**src/rtl/imem_port_arbiter.sv**
```systemverilog
// imem_port_arbiter: shares the single-port instruction memory between fetch reads and loader writes
module imem_port_arbiter #(
  parameter int ADDR_WIDTH = 32,
  parameter int DATA_WIDTH = 32,
  parameter int MAX_BURST  = 4
) (
  input  logic                  clk,
  input  logic                  rst,
  input  logic                  fetch_req,
  input  logic [ADDR_WIDTH-1:0] fetch_addr,
  input  logic                  fetch_flush,
  output logic                  fetch_gnt,
  output logic                  fetch_stall,
  output logic                  fetch_rvalid,
  output logic [DATA_WIDTH-1:0] fetch_rdata,
  input  logic                  ld_lock,
  input  logic                  ld_req,
  input  logic [ADDR_WIDTH-1:0] ld_addr,
  input  logic [DATA_WIDTH-1:0] ld_wdata,
  output logic                  ld_gnt,
  output logic                  mem_en,
  output logic                  mem_we,
  output logic [ADDR_WIDTH-1:0] mem_addr,
  output logic [DATA_WIDTH-1:0] mem_wdata,
  input  logic [DATA_WIDTH-1:0] mem_rdata
);
  typedef enum logic {RUN, LOCK} state_t;
  state_t     state;
  logic [3:0] burst_cnt;
  logic       rd_inflight, kill, starved;
  assign starved = fetch_req && burst_cnt == 4'(MAX_BURST);
  // grants are forced low while rst is held so nothing issues mid-reset
  assign ld_gnt       = !rst && ld_req && (state == LOCK || !starved);
  assign fetch_gnt    = !rst && state == RUN && fetch_req && !ld_gnt;
  assign fetch_stall  = fetch_req && !fetch_gnt;
  assign fetch_rvalid = rd_inflight && !kill && !fetch_flush;
  assign fetch_rdata  = mem_rdata;
  assign mem_en       = fetch_gnt || ld_gnt;
  assign mem_we       = ld_gnt;
  assign mem_addr     = ld_gnt ? ld_addr : fetch_gnt ? fetch_addr : '0;
  assign mem_wdata    = ld_gnt ? ld_wdata : '0;
  always_ff @(posedge clk or posedge rst) begin
    if (rst) begin
      state       <= RUN;
      burst_cnt   <= '0;
      rd_inflight <= 1'b0;
      kill        <= 1'b0;
    end else begin
      rd_inflight <= fetch_gnt;
      kill        <= fetch_flush && fetch_gnt;
      if (state == RUN) begin
        state     <= ld_lock ? LOCK : RUN;
        burst_cnt <= (fetch_gnt || !fetch_req) ? 4'd0 :
                     (ld_gnt && burst_cnt != 4'(MAX_BURST)) ? burst_cnt + 4'd1 : burst_cnt;
      end else begin
        state <= (!ld_lock && !ld_req) ? RUN : LOCK;
      end
    end
  end
endmodule

```
**config.mk**
```make
export PLATFORM = sky130hd
export DESIGN_NAME = imem_port_arbiter
export DESIGN_NICKNAME = d
export VERILOG_FILES = /design/src/rtl/imem_port_arbiter.sv
export SDC_FILE = /design/constraint.sdc
export NUM_CORES = 1
export LEC_CHECK = 0
export CORE_AREA = 10 10 83 85
export CTS_BUF_LIST = sky130_fd_sc_hd__clkbuf_2 sky130_fd_sc_hd__clkbuf_4 sky130_fd_sc_hd__clkbuf_8
export DETAILED_ROUTE_END_ITERATION = 8
export DIE_AREA = 0 0 93 95
export DONT_BUFFER_PORTS = 1
export PLACE_DENSITY = 0.44
export SLEW_MARGIN = 0
export SYNTH_ARGS = -nofsm -noshare
export SYNTH_HDL_FRONTEND = slang
export SYNTH_SLANG_ARGS = --single-unit
```
**constraint.sdc**
```tcl
create_clock -name clk -period 3 [get_ports clk]
set_input_delay 0.3 -clock clk [delete_from_list [all_inputs] [get_ports clk]]
set_output_delay 0.3 -clock clk [all_outputs]
set_load 0.1 [all_outputs]
```
==> qor.yml, run 1 <==
critical_path:
  reg2reg_depth: 6
  start_kind: "register"
  crit_arrival_ps: 2160
  crit_path_max_incr_delay_ps: 580
  reg2reg_slack_ps: 1220
  crit_type: "register to output pin"
  end_kind: "output pin"
  cp_max_fo: 33
  r2r_end: "burst_cnt[0]$_DFFE_PP0P_"
  reg2reg_from: "burst_cnt[0]$_DFFE_PP0P_"
  crit_start: "burst_cnt[0]$_DFFE_PP0P_"
  worstPathRequired_ps: 2700
  crit_chain: "inv_1 -> ha_1 -> and3b_1 -> a21oi_4 -> buf_4"
  cp_slowest_cell: "buf_4"
clocking:
  root_buffer: "clkbuf_8"
  clockBufferDepth: 2
  clock_latency_ps: 220
  clock-sinks: 7
  clk_pin_slew_worst_paths_ps: 40
  cts_buffers: 3
  cts.htree.levels: 1
  cts_tree: "done"
  post_cts_buffers: 0
placed_design:
  place_inst: 322
  gp_congestion: 0.751
  port_buffers: 0
  placed_cell_area_sq_um: 2570
  place.detailed.hpwl_mm: 6.36
  dp_slack_ps: 734
layout:
  stdcell_count: 327
  design_area_sq_um: 2630
  final_core_util_pct: 49.2
  nets: 392
  fillerInstances: 513
  final-seq-area_sq_um: 175
  drive_gt1_share_pct: 47.5
  multi_input_area_sq_um: 1230
  diodes: 0
  syn_to_final_growth_pct: 55.2
power:
  p_comb_share_pct: 71.9
  swShare_pct: 57.3
  clock_power_share_pct: 16.0
  pwr-share-seq_pct: 12.1
  power.density_nw_per_um2: 329
  leakage_uw: 0.000925
  p_int_uw: 369
  ir_worst_vdd_mv: 0.275
  p_sw_uw: 495
drt:
  drc_errors: 0
  first_pass_iters: 4
  antenna_left: 0
  drtIter0Drc: 130
  via_per_inst: 5.70
  wl_per_cell_um: 23.6
  wl_mm: 7.70
  vias: 1865
yosys:
  synth_top_family_by_area: "compound AO/OA/AOI/OAI gates"
  synth_xor_xnor_area_share_pct: 0
  synthAdderAreaFrac_pct: 1.48
  yosysSeqAreaShare_pct: 10.3
  synth_area_leaders: "o211ai_1, buf_4, and2_1"
  synth_edf_count: 0
  syn_inst: 235
  yosysMostFrequentCell: "o211ai_1"
  synth-seq-cells: 7
  synth_compound_area_share_pct: 43.4
  synthTopCellsByCount: "o211ai_1, buf_4, and2_1"
  synthMuxAreaShare_pct: 0.665
  yosys_warnings: 0
  synth.largest_area_cell: "o211ai_1"
  async_flop_share_pct: 100
  synth_simple_gate_area_share_pct: 18.4
  avgSynthCellArea_sq_um: 7.20
  ys.flop_type: "dfrtp_1"
  synth_cell_types: 34
  synth_nets: 371
  synth_top_area_share_pct: 28.4
  syn-cell-area_sq_um: 1690
sta:
  skew_ps: 1.10
  fin_ws_ps: 536
  worst_slew_pin_slew_ps: 554
  setup_viol: 0
  relSlewSlack_pct: 63.0
  setup-tns-final_ps: 0
  max_freq_ghz: 0.406
  finalHoldViolations: 0
  rsz0062_at_grt: "no"
  slew_viol_final: 0
  post-route-min-period_ps: 2460
  fin_crit_sh_pct: 82.1
floorplanning:
  start_util_pct: 31.7
  core_sq_um: 5340
  chipHeight_um: 95
  dieArea_sq_um: 8840
  num_rows: 27
  die_x_um: 93
  ioPinCount: 236
grt:
  antenna_found_initial: 0
  grt_pass1_vias: 1854
  grt_use_total_pct: 15.7
  grt_pass1_wl_mm: 11.2
  grt_max_degree: 41
  grt_remaining_overflow: 0
job:
  cap_violations: 0
min_path:
  hold_depth: 1
  hold_end: "state$_DFF_PP0_"
  hold_path_class: "primary input to register"
  min_from: "ld_lock"
run_status:
  outcome: "finished clean"
==> cell type report <==
class / instances / share of cell area (%)
multi-input cells: 161 / 46.7
repair buffers: 78 / 40.7
flip-flops and latches: 7 / 6.67
well taps: 72 / 3.43
clock buffers: 4 / 1.86
inverters: 5 / 0.714
==> worst max-delay path: cells and delay by family, from the launching register on <==
family	cells	cell delay, ps
buf+inv	2	640
simple gates	1	210
flops	1	380
fa+ha+maj	1	220
compound gates	1	470
==> registers in the layout, indices dropped and copies added, names as in the netlist <==
register,count
kill,1
rd_inflight,1
burst_cnt,4
state,1
==> how the worst max path moves through the flow <==
stage | endpoint | slack, ps | depth (start not counted)
floorplan | mem_addr[11] | 60 | 7
global placement | mem_we | 820 | 5
detailed placement | ld_gnt | 730 | 5
CTS | ld_gnt | 490 | 5
global route | ld_gnt | 360 | 5
finish | ld_gnt | 540 | 5
==> repair_timing <==
| item | in CTS | in global routing |
|---|---|---|
| hold buffers | 1 | 0 |
| endpoints found under the hold margin | 7 | 0 |
| setup endpoints to repair | 0 | 0 |
| resized for setup | 0 | 0 |
==> stage by stage <==
| step | hold WS, ps | total power [uW] |
|---|---|---|
| 4_1_cts | 171 | 872 |
| 3_5_place_dp | 136 | 729 |
| 3_3_place_gp | 130 | 725 |
| 6_report | 171 | 864 |
| 2_1_floorplan | 392 | 769 |
| 5_1_grt | 172 | 893 |
==> cell families after synthesis <==
logic type	after synthesis
flip-flops	7
buffers and inverters	67
adder cells (fa/ha/maj)	2
multiplexers	1
AO/OA/AOI/OAI	107
AND/OR/NAND/NOR	51
==> layout by cell type, fill, tap and decap left out, drive strengths merged, types with 3 or more instances in the layout <==
master | netlist | layout
buf | 56 | 76
o211ai | 65 | 65
and2 | 34 | 34
a21oi | 34 | 34
dfrtp | 7 | 7
clkbuf | 6 | 5
inv | 4 | 4
nand2b | 3 | 3
nand2 | 3 | 3
==> power groups by stage <==
| stage | clock network, uW | registers, uW | logic, uW |
|---|---|---|---|
| floorplan | 0 | 104 | 665 |
| global placement | 0 | 105 | 620 |
| detailed placement | 0 | 105 | 624 |
| CTS | 142 | 104 | 625 |
| global route | 146 | 105 | 642 |
| finish | 138 | 104 | 621 |
==> layer usage <==
layer | vias to the layer above | GRT usage [%] | routed length (um)
met1 | 895 | 16.7 | 2610
met4 | 0 | 3.60 | 95
met2 | 91 | 29.0 | 4260
met3 | 12 | 5.55 | 733
met5 | - | 0 | 0
li1 | 867 | - | -
No activity file was read; power rests on OpenSTA's default activity.
==> inputs of run 2 (changes only) <==
==> constraint.sdc (replaced) <==
create_clock -name clk -period 2.55 [get_ports clk]
set_input_delay 0.255 -clock clk [delete_from_list [all_inputs] [get_ports clk]]
set_output_delay 0.255 -clock clk [all_outputs]
set_load 0.1 [all_outputs]
==> qor.yml, run 2 (synthesis results as in run 1) <==
floorplanning:
  dieArea_sq_um: 8840
  die_x_um: 93
  core_sq_um: 5340
  ioPinCount: 236
  chipHeight_um: 95
  num_rows: 27
  start_util_pct: 31.7
critical_path:
  worstPathRequired_ps: 2300
  crit_path_max_incr_delay_ps: 400
  start_kind: "register"
  reg2reg_from: "burst_cnt[0]$_DFFE_PP0P_"
  cp_slowest_cell: "dfrtp_1"
  cp_top_family: "buffers and inverters"
  cp_max_fo: 34
  reg2reg_depth: 6
  cp_num_buf_inv: 3
  reg2reg_slack_ps: 700
  end_kind: "output pin"
  crit_type: "register to output pin"
  crit_arrival_ps: 2130
  crit_chain: "inv_1 -> ha_1 -> and3b_1 -> buf_4 -> o211ai_1 -> a21oi_2 -> buf_12"
  r2r_end: "burst_cnt[0]$_DFFE_PP0P_"
grt:
  grt_pass1_vias: 1888
  antenna_found_initial: 0
  grt_pass1_wl_mm: 11.9
  grt_remaining_overflow: 0
  grt_use_total_pct: 16.9
  grt_max_degree: 41
power:
  power.density_nw_per_um2: 367
  ir_worst_vdd_mv: 0.242
  leakage_uw: 0.00103
layout:
  diodes: 0
  layout_commonest_cell: "buf_12"
  drive_gt1_share_pct: 48.1
  final_cell_mix: "buf_12, o211ai_1, and2_1, a21oi_2, buf_4"
  max_flop_register: "burst_cnt"
  largest_register_ffs: 4
  nets: 395
  syn_to_final_growth_pct: 77.4
  final_core_util_pct: 56.3
clocking:
  clk_pin_slew_worst_paths_ps: 40
  clock-sinks: 7
  cts.htree.levels: 1
  cts_tree: "done"
  clockBufferDepth: 2
  root_buffer: "clkbuf_8"
  cts_buffers: 3
  clock_latency_ps: 220
  post_cts_buffers: 0
sta:
  setup-tns-final_ps: 0
  setup_viol: 0
  fin_ws_ps: 168
  fin_crit_sh_pct: 93.4
  rsz0062_at_grt: "no"
  post-route-min-period_ps: 2380
  max_freq_ghz: 0.420
  finalHoldViolations: 0
  relSlewSlack_pct: 63.7
  skew_ps: 0.496
  worst_slew_pin_slew_ps: 548
  slew_viol_final: 0
drt:
  via_per_inst: 5.74
  wl_per_cell_um: 25.3
  drc_errors: 0
  wl_mm: 8.36
  first_pass_iters: 4
  vias: 1895
  antenna_left: 0
  drtIter0Drc: 155
placed_design:
  place.detailed.hpwl_mm: 6.81
  dp_slack_ps: 381
  gp_congestion: 0.787
  port_buffers: 0
min_path:
  hold_depth: 1
  hold_path_class: "primary input to register"
  hold_end: "state$_DFF_PP0_"
  min_from: "ld_lock"
run_status:
  outcome: "finished clean"
job:
  cap_violations: 0
## run 2: cell count changes in the layout (fill, tap and decap cells not counted), sizes merged
cell | before | now
a21oi | 34 | 35
clkbuf | 5 | 4
buf | 76 | 79
## run 2: metrics by stage
step / cell area (sq um) / power, uW / hold WS (ps) / cells
floorplan: 1830 / 925 / 347 / 235
global placement: 2940 / 937 / 96.9 / 324
detailed placement: 2940 / 942 / 90.9 / 324
CTS: 2990 / 1110 / 127 / 329
global route: 3000 / 1140 / 127 / 330
finish: 3000 / 1100 / 132 / 330
## run 2: timing repair
action | 4_1_cts | 5_1_grt
hold buffers | 1 | 0
setup endpoints to repair | 0 | 2
hold endpoints to repair | 7 | 0
resized for setup | 0 | 0
## run 2: worst max-delay path by stage
stage,slack [ps],from,end,cells past startpoint
after global routing,10,burst_cnt[0]$_DFFE_PP0P_,mem_addr[31],7
after CTS,140,burst_cnt[0]$_DFFE_PP0P_,ld_gnt,5
after floorplan,60,burst_cnt[0]$_DFFE_PP0P_,kill$_DFF_PP0_,5
after detailed placement,380,burst_cnt[0]$_DFFE_PP0P_,ld_gnt,5
final,170,burst_cnt[0]$_DFFE_PP0P_,mem_addr[2],7
after global placement,410,burst_cnt[0]$_DFFE_PP0P_,ld_gnt,5
## run 2: layout make-up
cell class                 count  area [sq um]
multi-input combinational    162          1240
inverter                       5          18.8
timing repair buffer          80          1430
fill                         484          2330
clock buffer                   4          48.8
sequential                     7           175
tap                           72          90.1
## run 2: report_power, final
part	internal [uW]	total [uW]	switching (uW)
Combinational	265	817	551
Sequential	117	123	6.35
Clock	119	164	45.0
Total	500	1100	603
## run 2: metal layers
metal | GRT usage (%) | part of all wire, % | up-vias
met3 | 7.69 | 11 | 14
li1 | - | - | 879
met5 | 0 | 0 | -
met2 | 31.5 | 54 | 102
met4 | 3.86 | 1.3 | 0
met1 | 16.9 | 34 | 900
==> inputs of run 3 (changes only) <==
--- a/config.mk
+++ b/config.mk
@@ -7,6 +7,7 @@
 export LEC_CHECK = 0
 export CORE_AREA = 10 10 83 85
 export CTS_BUF_LIST = sky130_fd_sc_hd__clkbuf_2 sky130_fd_sc_hd__clkbuf_4 sky130_fd_sc_hd__clkbuf_8
+export CTS_CLUSTER_SIZE = 28
 export DETAILED_ROUTE_END_ITERATION = 8
 export DIE_AREA = 0 0 93 95
 export DONT_BUFFER_PORTS = 1
==> results of run 3 <==
No change in the layout: final DEF, timing and power equal those of run 2.
